==> config.mk <==
export PLATFORM = sky130hd
export DESIGN_NAME = draw_arbiter
export DESIGN_NICKNAME = d
export VERILOG_FILES = /design/src/rtl/draw_arb_pkg.sv /design/src/rtl/draw_arbiter_rr_pick.sv /design/src/rtl/draw_arbiter.sv
export SDC_FILE = /design/constraint.sdc
export NUM_CORES = 1
export LEC_CHECK = 0
export CAP_MARGIN = 15
export CELL_PAD_IN_SITES_DETAIL_PLACEMENT = 0
export CELL_PAD_IN_SITES_GLOBAL_PLACEMENT = 1
export CORE_MARGIN = 2
export CORE_UTILIZATION = 30
export DETAILED_ROUTE_END_ITERATION = 16
export PLACE_DENSITY = 0.86
export SLEW_MARGIN = 20
export SYNTH_ARGS = -nofsm -noshare
export SYNTH_HDL_FRONTEND = slang
export SYNTH_SLANG_ARGS = --single-unit
==> constraint.sdc <==
create_clock -name clock -period 2.6 [get_ports clock]
set_input_delay 0.26 -clock clock [delete_from_list [all_inputs] [get_ports clock]]
set_output_delay 0.26 -clock clock [all_outputs]
set_load 0.01 [all_outputs]
==> src/rtl/draw_arb_pkg.sv <==
// ============================================================================
// draw_arb_pkg : shared FSM encoding and VGA field widths for draw_arbiter
// Revision     : 1.0
// ============================================================================
`default_nettype none

package draw_arb_pkg;

    localparam logic [1:0] S_IDLE    = 2'd0;
    localparam logic [1:0] S_START   = 2'd1;
    localparam logic [1:0] S_WAIT    = 2'd2;
    localparam logic [1:0] S_RELEASE = 2'd3;

    localparam int VGA_XW = 9;
    localparam int VGA_YW = 8;
    localparam int VGA_CW = 3;

    localparam int CNT_W  = 16;

endpackage

`default_nettype wire

==> src/rtl/draw_arbiter_rr_pick.sv <==
// ============================================================================
// rr_pick : wrap-around priority search, first set request at or after ptr
// Revision: 1.0
// ============================================================================
`default_nettype none

module rr_pick #(
    parameter int NREQ = 3,
    parameter int PW   = 2
) (
    input  logic [NREQ-1:0] req,
    input  logic [PW-1:0]   ptr,
    output logic [NREQ-1:0] pick
);

    logic [PW:0]   sum;
    logic [PW-1:0] idx;
    logic          found;

    always_comb begin
        pick  = '0;
        found = 1'b0;
        sum   = '0;
        idx   = '0;
        for (int i = 0; i < NREQ; i++) begin
            // ptr < NREQ, so a single subtraction is enough to wrap
            sum = {1'b0, ptr} + (PW+1)'(i);
            if (sum >= (PW+1)'(NREQ)) begin
                sum = sum - (PW+1)'(NREQ);
            end
            idx = sum[PW-1:0];
            if (!found && req[idx]) begin
                pick[idx] = 1'b1;
                found     = 1'b1;
            end
        end
    end

endmodule

`default_nettype wire

==> src/rtl/draw_arbiter.sv <==
// ============================================================================
// draw_arbiter : round-robin owner of the shared VGA write port
// Revision     : 1.0
// ============================================================================
`default_nettype none

module draw_arbiter
    import draw_arb_pkg::*;
#(
    parameter int NREQ    = 3,
    parameter int TIMEOUT = 65535
) (
    input  logic                     clock,
    input  logic                     reset,
    input  logic [NREQ-1:0]          req,
    output logic [NREQ-1:0]          grant,
    output logic [NREQ-1:0]          start,
    input  logic [NREQ-1:0]          eng_done,
    input  logic [VGA_XW*NREQ-1:0]   eng_vga_x,
    input  logic [VGA_YW*NREQ-1:0]   eng_vga_y,
    input  logic [VGA_CW*NREQ-1:0]   eng_vga_colour,
    input  logic [NREQ-1:0]          eng_vga_write,
    output logic [VGA_XW-1:0]        vga_x,
    output logic [VGA_YW-1:0]        vga_y,
    output logic [VGA_CW-1:0]        vga_colour,
    output logic                     vga_write,
    output logic                     busy,
    output logic                     timeout_err,
    input  logic                     clear_err
);

    localparam int PW = (NREQ > 1) ? $clog2(NREQ) : 1;

    logic [1:0]      state_q, state_d;
    logic [PW-1:0]   ptr_q, ptr_d;
    logic [NREQ-1:0] grant_q, grant_d;
    logic [NREQ-1:0] start_q, start_d;
    logic [CNT_W-1:0] cnt_q, cnt_d;
    logic            err_q, err_d;
    logic            busy_q;
    logic [NREQ-1:0] pick;
    logic [PW-1:0]   gidx;
    logic [PW-1:0]   ptr_next;
    logic            g_done;

    rr_pick #(
        .NREQ (NREQ),
        .PW   (PW)
    ) u_rr_pick (
        .req  (req),
        .ptr  (ptr_q),
        .pick (pick)
    );

    always_comb begin
        gidx = '0;
        for (int i = 0; i < NREQ; i++) begin
            if (grant_q[i]) begin
                gidx = PW'(i);
            end
        end
    end

    assign ptr_next = (gidx == PW'(NREQ-1)) ? '0 : gidx + PW'(1);
    // Only the granted engine's done is honoured
    assign g_done   = |(eng_done & grant_q);

    always_comb begin
        state_d = state_q;
        ptr_d   = ptr_q;
        grant_d = grant_q;
        start_d = '0;
        cnt_d   = cnt_q;
        err_d   = err_q & ~clear_err;
        case (state_q)
            S_IDLE: begin
                if (|req) begin
                    grant_d = pick;
                    start_d = pick;
                    state_d = S_START;
                end
            end
            S_START: begin
                cnt_d = '0;
                if (g_done) begin
                    grant_d = '0;
                    ptr_d   = ptr_next;
                    state_d = S_RELEASE;
                end else begin
                    state_d = S_WAIT;
                end
            end
            S_WAIT: begin
                if (g_done) begin
                    grant_d = '0;
                    ptr_d   = ptr_next;
                    state_d = S_RELEASE;
                end else if (cnt_q == CNT_W'(TIMEOUT-1)) begin
                    grant_d = '0;
                    ptr_d   = ptr_next;
                    err_d   = 1'b1;
                    state_d = S_RELEASE;
                end else begin
                    cnt_d = cnt_q + CNT_W'(1);
                end
            end
            S_RELEASE: begin
                state_d = S_IDLE;
            end
            default: begin
                grant_d = '0;
                state_d = S_IDLE;
            end
        endcase
    end

    always_ff @(posedge clock or negedge reset) begin
        if (!reset) begin
            state_q <= S_IDLE;
            ptr_q   <= '0;
            grant_q <= '0;
            start_q <= '0;
            cnt_q   <= '0;
            err_q   <= 1'b0;
            busy_q  <= 1'b0;
        end else begin
            state_q <= state_d;
            ptr_q   <= ptr_d;
            grant_q <= grant_d;
            start_q <= start_d;
            cnt_q   <= cnt_d;
            err_q   <= err_d;
            busy_q  <= (state_d != S_IDLE);
        end
    end

    always_comb begin
        vga_x      = '0;
        vga_y      = '0;
        vga_colour = '0;
        vga_write  = 1'b0;
        for (int i = 0; i < NREQ; i++) begin
            if (grant_q[i]) begin
                vga_x      = eng_vga_x[VGA_XW*i +: VGA_XW];
                vga_y      = eng_vga_y[VGA_YW*i +: VGA_YW];
                vga_colour = eng_vga_colour[VGA_CW*i +: VGA_CW];
                vga_write  = eng_vga_write[i];
            end
        end
    end

    assign grant       = grant_q;
    assign start       = start_q;
    assign busy        = busy_q;
    assign timeout_err = err_q;

endmodule

`default_nettype wire

Word level (Yosys, flattened, before mapping)
Index checks and enable logic that the tools add are counted.
{ "classes": {"add_sub_neg": 7, "mul": 0, "n_div": 0, "magnitude_cmp": 9, "n_eq_ne": 10, "n_shift": 0, "mux": 57, "bitwise_logic": 5, "reduce_logical": 16} }
{ "ops": {"columns": ["op", "n"], "rows": [
  ["two-way mux 3 bit", 12],
  ["two-way mux 16 bit", 2],
  ["one-hot mux 16 bit (2 select lines)", 1],
  ["two-way mux 9 bit", 3],
  ["two-way mux 8 bit", 3],
  ["two-way mux 2 bit", 11],
  ["adder 16 x 1 -> 16 bit (second input constant)", 1],
  ["equality test 16 bit (second input constant)", 1],
  ["two-way mux 1 bit", 16],
  ["less-than comparator 2 x 3 -> 1 bit (second input constant)", 3],
  ["one-hot mux 3 bit (3 select lines)", 1],
  ["inequality test 2 bit (second input constant)", 4],
  ["one-hot mux 2 bit (4 select lines)", 1],
  ["binary-select mux 1 bit (select 2 bit)", 3],
  ["demux 1 bit (select 2 bit)", 3],
  ["equality test 2 bit (second input constant)", 3],
  ["greater-or-equal comparator 2 x 1 -> 1 bit (second input constant)", 3],
  ["greater-or-equal comparator 3 x 2 -> 1 bit (second input constant)", 2],
  ["bitwise OR 3 bit", 2],
  ["AND reduction 3 bit", 2],
  ["OR reduction 3 bit", 2],
  ["subtractor 2 bit (second input constant)", 3],
  ["logical AND 1 bit", 5],
  ["one-hot mux 2 bit (2 select lines)", 1],
  ["14 further kinds", 16]
]} }
{ "totals": {"regBits": 28, "latchBits": 0, "mem_bits_rw": 0, "rom_bits": 0, "input_bits": 72, "out_inout_bits": 29, "wordCells": 111, "mem_count": 0} }

Longest topological paths before layout
Gate-level depths: netlist of run 1.
{ "depth": {"ltp_word": 13, "depth_mapped": 8, "mapped_depth_nobuf": 7} }

By module
Synthesis of run 1 repeated with hierarchy kept, for this count alone.
{ "hier_totals": {"cells_unflattened": 275, "hier_area_um2": 2238.4} }
{ "modules_own_cells": {"columns": ["module", "instances", "cells_per_inst", "area_each_um2", "seq_area_each_um2"], "rows": [
  ["draw_arbiter", 1, 239, 1965.6, 700.7],
  ["rr_pick", 1, 36, 272.8, 0.0]
]} }

Least setup slack after synthesis of run 1
No wires, ideal clock.
{ "synth_timing": {"path_kind": "register to register", "from": "register grant_q[1] (netlist: grant[1])", "to": "register busy_q (netlist: busy)", "setup_time_ps": 124, "arrival_ps": 2055, "required_ps": 2476, "setup_slack_ps": 420, "stages_incl_launch_ff": 8, "path_buffers": 2, "synth_period_minus_slack_ps": 2180, "path_cell_list": "dfrtp_1 > buf_6 > a222oi_1 > inv_2 > a31o_1 > buf_6 > o311a_4 > or2_1"} }
{ "synth_via": {"elab_chain_cells": 5, "elab_cells_between_ends": 6, "cone_classes": "mux (3); bitwise (1); reduce/logical (2)"} }
{ "synth_lines": {"columns": ["element", "line", "text"], "rows": [
  ["start: declaration", "draw_arbiter.sv:36", "logic [NREQ-1:0] grant_q, grant_d;"],
  ["start signal: assignment", "draw_arbiter.sv:129", "grant_q <= grant_d;"],
  ["AND 3 bit (*)", "draw_arbiter.sv:66", "assign g_done = |(eng_done & grant_q);"],
  ["OR reduction 3 bit (*)", "draw_arbiter.sv:66", null],
  ["two-way mux 2 bit / two-way mux 1 bit (equally long branches)", "draw_arbiter.sv:94, draw_arbiter.sv:85", null],
  ["one-hot mux 2 bit (4 select lines) (*)", "draw_arbiter.sv:75", "case (state_q)"],
  ["via state_d[0]", "draw_arbiter.sv:34", "logic [1:0] state_q, state_d;"],
  ["nonzero test 2 bit (*)", "draw_arbiter.sv:133", "busy_q <= (state_d != S_IDLE);"],
  ["end signal: assignment", "draw_arbiter.sv:133", null],
  ["end: declaration", "draw_arbiter.sv:40", "logic busy_q;"]
]} }
The timed path passes the listed nets; every way through them passes the cells marked *.
A chain may end at the register's enable or synchronous reset.

Worst setup path after layout of run 1
{ "layout_timing": {"from": "register grant_q[0] (netlist: grant[0])", "to": "output port vga_x[8]"} }
{ "layout_via": {"elab_chain_cells": 3} }
{ "layout_lines": {"columns": ["element", "line", "text"], "rows": [
  ["two-way mux 9 bit (3 in a row)", "draw_arbiter.sv:143", "if (grant_q[i]) begin"],
  ["end: declaration", "draw_arbiter.sv:23", "output logic [VGA_XW-1:0] vga_x,"]
]} }
Every way passes these cells.

==> results of run 1 <==
[cell type report]
class | count | area (um^2) | area share, %
clock inverters | 1 | 30.0 | 0.879
clock buffers | 3 | 41.3 | 1.21
repair buffers | 110 | 1080 | 31.5
multi-input cells | 215 | 1400 | 41.0
flip-flops and latches | 28 | 701 | 20.5
inverters | 12 | 45.0 | 1.32
well taps | 99 | 124 | 3.63
[path summary, 6_finish.rpt]
check                                 to  slack (ps)  cells past startpoint
worst max-delay path            vga_x[8]         230                      5
worst min-delay path            cnt_q[7]         360                      2
worst max register to register      busy         500                      6
worst min register to register  cnt_q[7]         540                      2
max in group asynchronous       ptr_q[1]        1970                      2
min in group clock              cnt_q[7]         540                      2
[state kept, by name, summed over array words and instances, names as in the netlist]
name and count:
cnt_q 16, ptr_q 2, state_q 2, timeout_err 1, busy 1, grant 3, start 3
[logic make-up after synthesis]
family	count (synthesis)	synth area share (%)
DFF	28	31.2
AOI/OAI and AO/OA	101	32.3
muxes	4	1.84
adders and majority gates	10	5.57
and+or+nand+nor	99	22.2
buffers and inverters	33	6.52
xor gates and xnor gates	1	0.390
[power by group]
group          leakage, uW  total, uW  internal (uW)  switching, uW
Combinational     0.000967       1650            754            894
Sequential        0.000377        651            540            111
Clock            0.0000357        345            206            139
[synthesized netlist by cell type (all sizes together) (5+ instances only)]
cell | instances | share of area (%)
o31ai | 6 | 2.0
a211o | 5 | 1.9
inv | 12 | 2.0
and3 | 7 | 1.9
clkbuf | 18 | 3.0
nand2 | 40 | 6.7
ha | 10 | 5.6
a31oi | 6 | 1.7
o21ai | 31 | 6.9
nor2 | 11 | 1.8
a22oi | 22 | 7.4
dfrtp | 28 | 31
nand3 | 12 | 2.7
[worst register-to-register path, stage by stage (launching register included)]
cell and delay (ps):
dfrtp_1 460, a222oi_1 360, buf_4 200, inv_2 70, a31o_1 300, o311a_4 390
or2_1 210
[routing by layer]
metal / track usage [%] / wire, um
met1: 23.2 / 3230
met3: 4.01 / 568
met4: 3.46 / 40
met5: 0 / 0
met2: 30.5 / 3570
[stage by stage]
step	setup WS, ps	cells	total power, uW	cell area (um^2)	hold WS, ps
6_report	230	468	2640	3420	360
5_1_grt	131	468	2850	3420	394
4_1_cts	221	468	2670	3420	366
3_5_place_dp	354	464	2320	3340	514
3_3_place_gp	355	464	2290	3340	503
2_1_floorplan	420	276	1620	2250	-35.6
==> out/metrics.yaml, run 1 <==
outcome:
  status: "finished clean"
global_routing:
  grt_pass1_vias: 2391
  grt_use_total_pct: 17.9
  grt_overflow: 0
  grt_pass1_wl_um: 12100
  antenna_found_initial: 0
  grt_max_degree: 29
clock_tree:
  cts_buffers: 3
  cts.repair.resized: 0
  root_buffer: "clkbuf_8"
  clkLatencyLatePin_ps: 270
  post-cts-setup-buffer-count: 0
  cts.sinks: 28
  tritoncts: "yes"
  path_clk_slew_ps: 100
  clockBufferDepth: 2
  h-tree-depth: 1
  postCtsHoldBufs: 0
setup_path:
  crit_type: "reg -> out"
  cp_cell_sequence: "nor2b_1 > buf_4 > a22oi_1 > o21ai_0 > clkdlybuf4s50_1"
  crit_required_ps: 2340
  crit_start: "grant[0]"
  worstReg2RegStart: "grant[0]"
  crit_fanout: 21
  crit_slowest_cell: "clkdlybuf4s50_1"
  slowest_delay_ps: 590
  startpoint_type: "flip-flop"
  worstPathArrival_ps: 2110
  crit_family: "buffers and inverters"
  endpoint_kind: "primary output"
  crit_buf_inv: 2
detailed_routing:
  vias: 2474
  wl_per_cell_um: 15.8
  first_pass_iters: 4
  drt-total-wl_um: 7410
  vias_per_cell: 5.29
  drtAntennaViolNets: 0
  drt_iter0_drc: 168
  drc: 0
finish:
  drive_gt1_share_pct: 5.42
  antenna_cells: 0
  final_cell_mix: "clkdlybuf4s50_1 (100), nand2_1 (40), o21ai_0 (31), dfrtp_1 (28), a22oi_1 (22)"
  final_common_cell: "clkdlybuf4s50_1"
  area_delta_synth_final_pct: 52.1
  fin_nets: 452
  n_fill_cell: 728
  fin_util_pct: 47.1
yosys:
  netlist_area_mm2: 0.00225
  seq_area_frac_synth_pct: 31.2
  ys_types: 50
  synthFlopType: "dfrtp_1"
  synth_cells: 276
  syn_area_per_cell_um2: 8.14
  ys_ff_latch: 28
  synthArstFlopShare_pct: 100
  ys_warn_count: 0
  syn-num-nets: 358
  synth_edf_count: 0
floorplan:
  die_y_um: 90.5
  start_util_pct: 31.0
  die_area_mm2: 0.00819
  ios: 101
  row_count: 31
  core-area_mm2: 0.00725
  die_w_um: 90.5
timing:
  clock.fmax_mhz: 422
  finalCriticalPeriod_ps: 2370
  drv_slew: 0
  slew-limit-headroom_pct: 52.0
  setup_viol: 0
  fin_setup_tns_ps: 0
  worstMarginPinSlew_ps: 710
  rsz0062_at_grt: "no"
  hold_violations: 0
  finalClockSkew_ps: 3.69
  period_share_pct: 91.2
placed_design:
  place.gp.congestion: 0.823
  hpwl_um: 5620
  port_buffers: 100
run:
  cap_violations: 0
worst_hold_path:
  holdCritPathClass: "in -> async"
power_and_ir_drop:
  leakagePower_uw: 0.00138
  vdd_ir_drop_max_v: 0.000362
  p_per_area_mw_per_mm2: 774
Note: power is estimated with default switching activity, not from simulation.
==> inputs of run 2 (changes only) <==
Settings changed: CAP_MARGIN 15 to not set, CTS_CLUSTER_DIAMETER set to 200.
==> results of run 2 <==
Final layout, timing and power as in run 1 (identical DEF).
==> inputs of run 3 (changes only) <==
Settings changed: HOLD_SLACK_MARGIN set to 0.08, MAX_ROUTING_LAYER set to met4, TNS_END_PERCENT set to 100.
==> run 3 against run 2 <==
Worst hold slack improved by 5.7 ps. Sequential share of layout area did not move. Clock skew fell by 0.63 ps. Via count fell by 0.32%. Non-clock buffer count did not move. Largest power group unchanged.
==> out/metrics.yaml, run 3 (same netlist as run 1, synthesis figures left out) <==
timing:
  finalCriticalPeriod_ps: 2380  # was 2370 ps
  worstMarginPinSlew_ps: 701  # was 710 ps
  drv_slew: 0  # unchanged
  rsz0062_at_grt: "no"  # unchanged
  layout_setup_ws_ps: 225  # was 230 ps
  fin_hold_ws_ps: 365  # was 360 ps
  period_share_pct: 91.3  # was 91.2%
  clock.fmax_mhz: 421  # was 422 MHz
  finalClockSkew_ps: 3.06  # was 3.69 ps
  setup_viol: 0  # unchanged
  hold_violations: 0  # unchanged
  fin_setup_tns_ps: 0  # unchanged
  slew-limit-headroom_pct: 52.6  # was 52.0%
finish:
  fin_nets: 452  # unchanged
  regArea_um2: 701  # unchanged
  largest_reg_flops: 16  # unchanged
  final_cell_area_mm2: 0.00342  # unchanged
  final_common_cell: "clkdlybuf4s50_1"  # unchanged
  multi_input_area_mm2: 0.00140  # unchanged
  area_delta_synth_final_pct: 52.1  # unchanged
  antenna_cells: 0  # unchanged
  final_cell_mix: "clkdlybuf4s50_1 (100), nand2_1 (40), o21ai_0 (31), dfrtp_1 (28), a22oi_1 (22)"  # unchanged
  n_fill_cell: 728  # unchanged
  drive_gt1_share_pct: 5.42  # unchanged
  largest-register: "cnt_q"  # unchanged
detailed_routing:
  vias: 2466  # was 2474
  drtAntennaViolNets: 0  # unchanged
  first_pass_iters: 4  # unchanged
  vias_per_cell: 5.27  # was 5.29
  drt_iter0_drc: 153  # was 168
  drt-total-wl_um: 7420  # was 7410 um
  wl_per_cell_um: 15.9  # was 15.8 um
  drc: 0  # unchanged
outcome:
  status: "finished clean"  # unchanged
clock_tree:
  tritoncts: "yes"  # unchanged
  clkLatencyLatePin_ps: 280  # was 270 ps
  cts.sinks: 28  # unchanged
  h-tree-depth: 1  # unchanged
  path_clk_slew_ps: 100  # about the same
  post-cts-setup-buffer-count: 0  # unchanged
  clockBufferDepth: 2  # unchanged
  cts.repair.resized: 0  # unchanged
  cts_buffers: 3  # unchanged
  postCtsHoldBufs: 0  # unchanged
  root_buffer: "clkbuf_8"  # unchanged
setup_path:
  rrSetupSlack_ps: 500  # about the same
  crit_required_ps: 2340  # about the same
  worstPathArrival_ps: 2120  # was 2110 ps
  crit_fanout: 21  # unchanged
  crit_type: "reg -> out"  # unchanged
  startpoint_type: "flip-flop"  # unchanged
  endpoint_kind: "primary output"  # unchanged
placed_design:
  hpwl_um: 5620  # unchanged
  post-place-ws_ps: 354  # unchanged
  place.gp.congestion: 0.836  # was 0.823
  postPlaceCellArea_mm2: 0.00334  # unchanged
  port_buffers: 100  # unchanged
global_routing:
  grt_pass1_vias: 2377  # was 2391
  grt_max_degree: 29  # unchanged
  grt_pass1_wl_um: 12100  # about the same
  grt_overflow: 0  # unchanged
  grt_use_total_pct: 18.5  # was 17.9%
  antenna_found_initial: 0  # unchanged
power_and_ir_drop:
  vdd_ir_drop_max_v: 0.000364  # was 0.000362 V
  total_power_uw: 2650  # was 2640 uW
  p_per_area_mw_per_mm2: 775  # was 774 mW/mm^2
  leakagePower_uw: 0.00138  # unchanged
floorplan:
  row_count: 31  # unchanged
  start_util_pct: 31.0  # unchanged
  die_w_um: 90.5  # unchanged
  die_area_mm2: 0.00819  # unchanged
  ios: 101  # unchanged
  core-area_mm2: 0.00725  # unchanged
  die_y_um: 90.5  # unchanged
run:
  cap_violations: 0  # unchanged
worst_hold_path:
  holdCritPathClass: "in -> async"  # unchanged
## run 3: metrics by stage
step / util (%) / instances
2_1_floorplan: - / 276
3_3_place_gp: 46.1 / 464
3_5_place_dp: 46.1 / 464
4_1_cts: 47.1 / 468
5_1_grt: 47.1 / 468
6_report: 47.1 / 468
## run 3: power breakdown
group / switching (uW) / leakage [uW] / internal (uW)
sequential: 109 / 0.000377 / 540
combinational: 895 / 0.000967 / 754
clock: 143 / 0.0000357 / 206
## run 3: final timing paths
path	from	end	cells after the start
setup / recovery	grant[0]	vga_x[8]	5
hold / removal	reset	cnt_q[7]	2
setup reg to reg	grant[0]	busy	6
hold reg to reg	cnt_q[7]	cnt_q[7]	2
max in group asynchronous	reset	ptr_q[1]	2
min in group clock	cnt_q[7]	cnt_q[7]	2
## run 3: area by class of cell
type	instances	area share [%]
Multi-Input combinational cell	215	41.0
Clock buffer	3	1.21
Tap cell	99	3.63
Sequential cell	28	20.5
Timing Repair Buffer	110	31.5
Inverter	12	1.32
Clock inverter	1	0.879
## run 3: metal layers
layer  track usage [%]  part of all wire (%)  up-vias
met3              3.84                   7.6        2
met4              3.46                  0.58        0
met5                 -                     0        -
li1                  -                     -     1224
met2              30.2                    48       90
met1              23.8                    44     1150
## run 3: worst max-delay path: stages, from the launching register on
cell,delay (ps)
dfrtp_1,470
nor2b_1,160
buf_4,250
a22oi_1,110
o21ai_0,260
clkdlybuf4s50_1,590
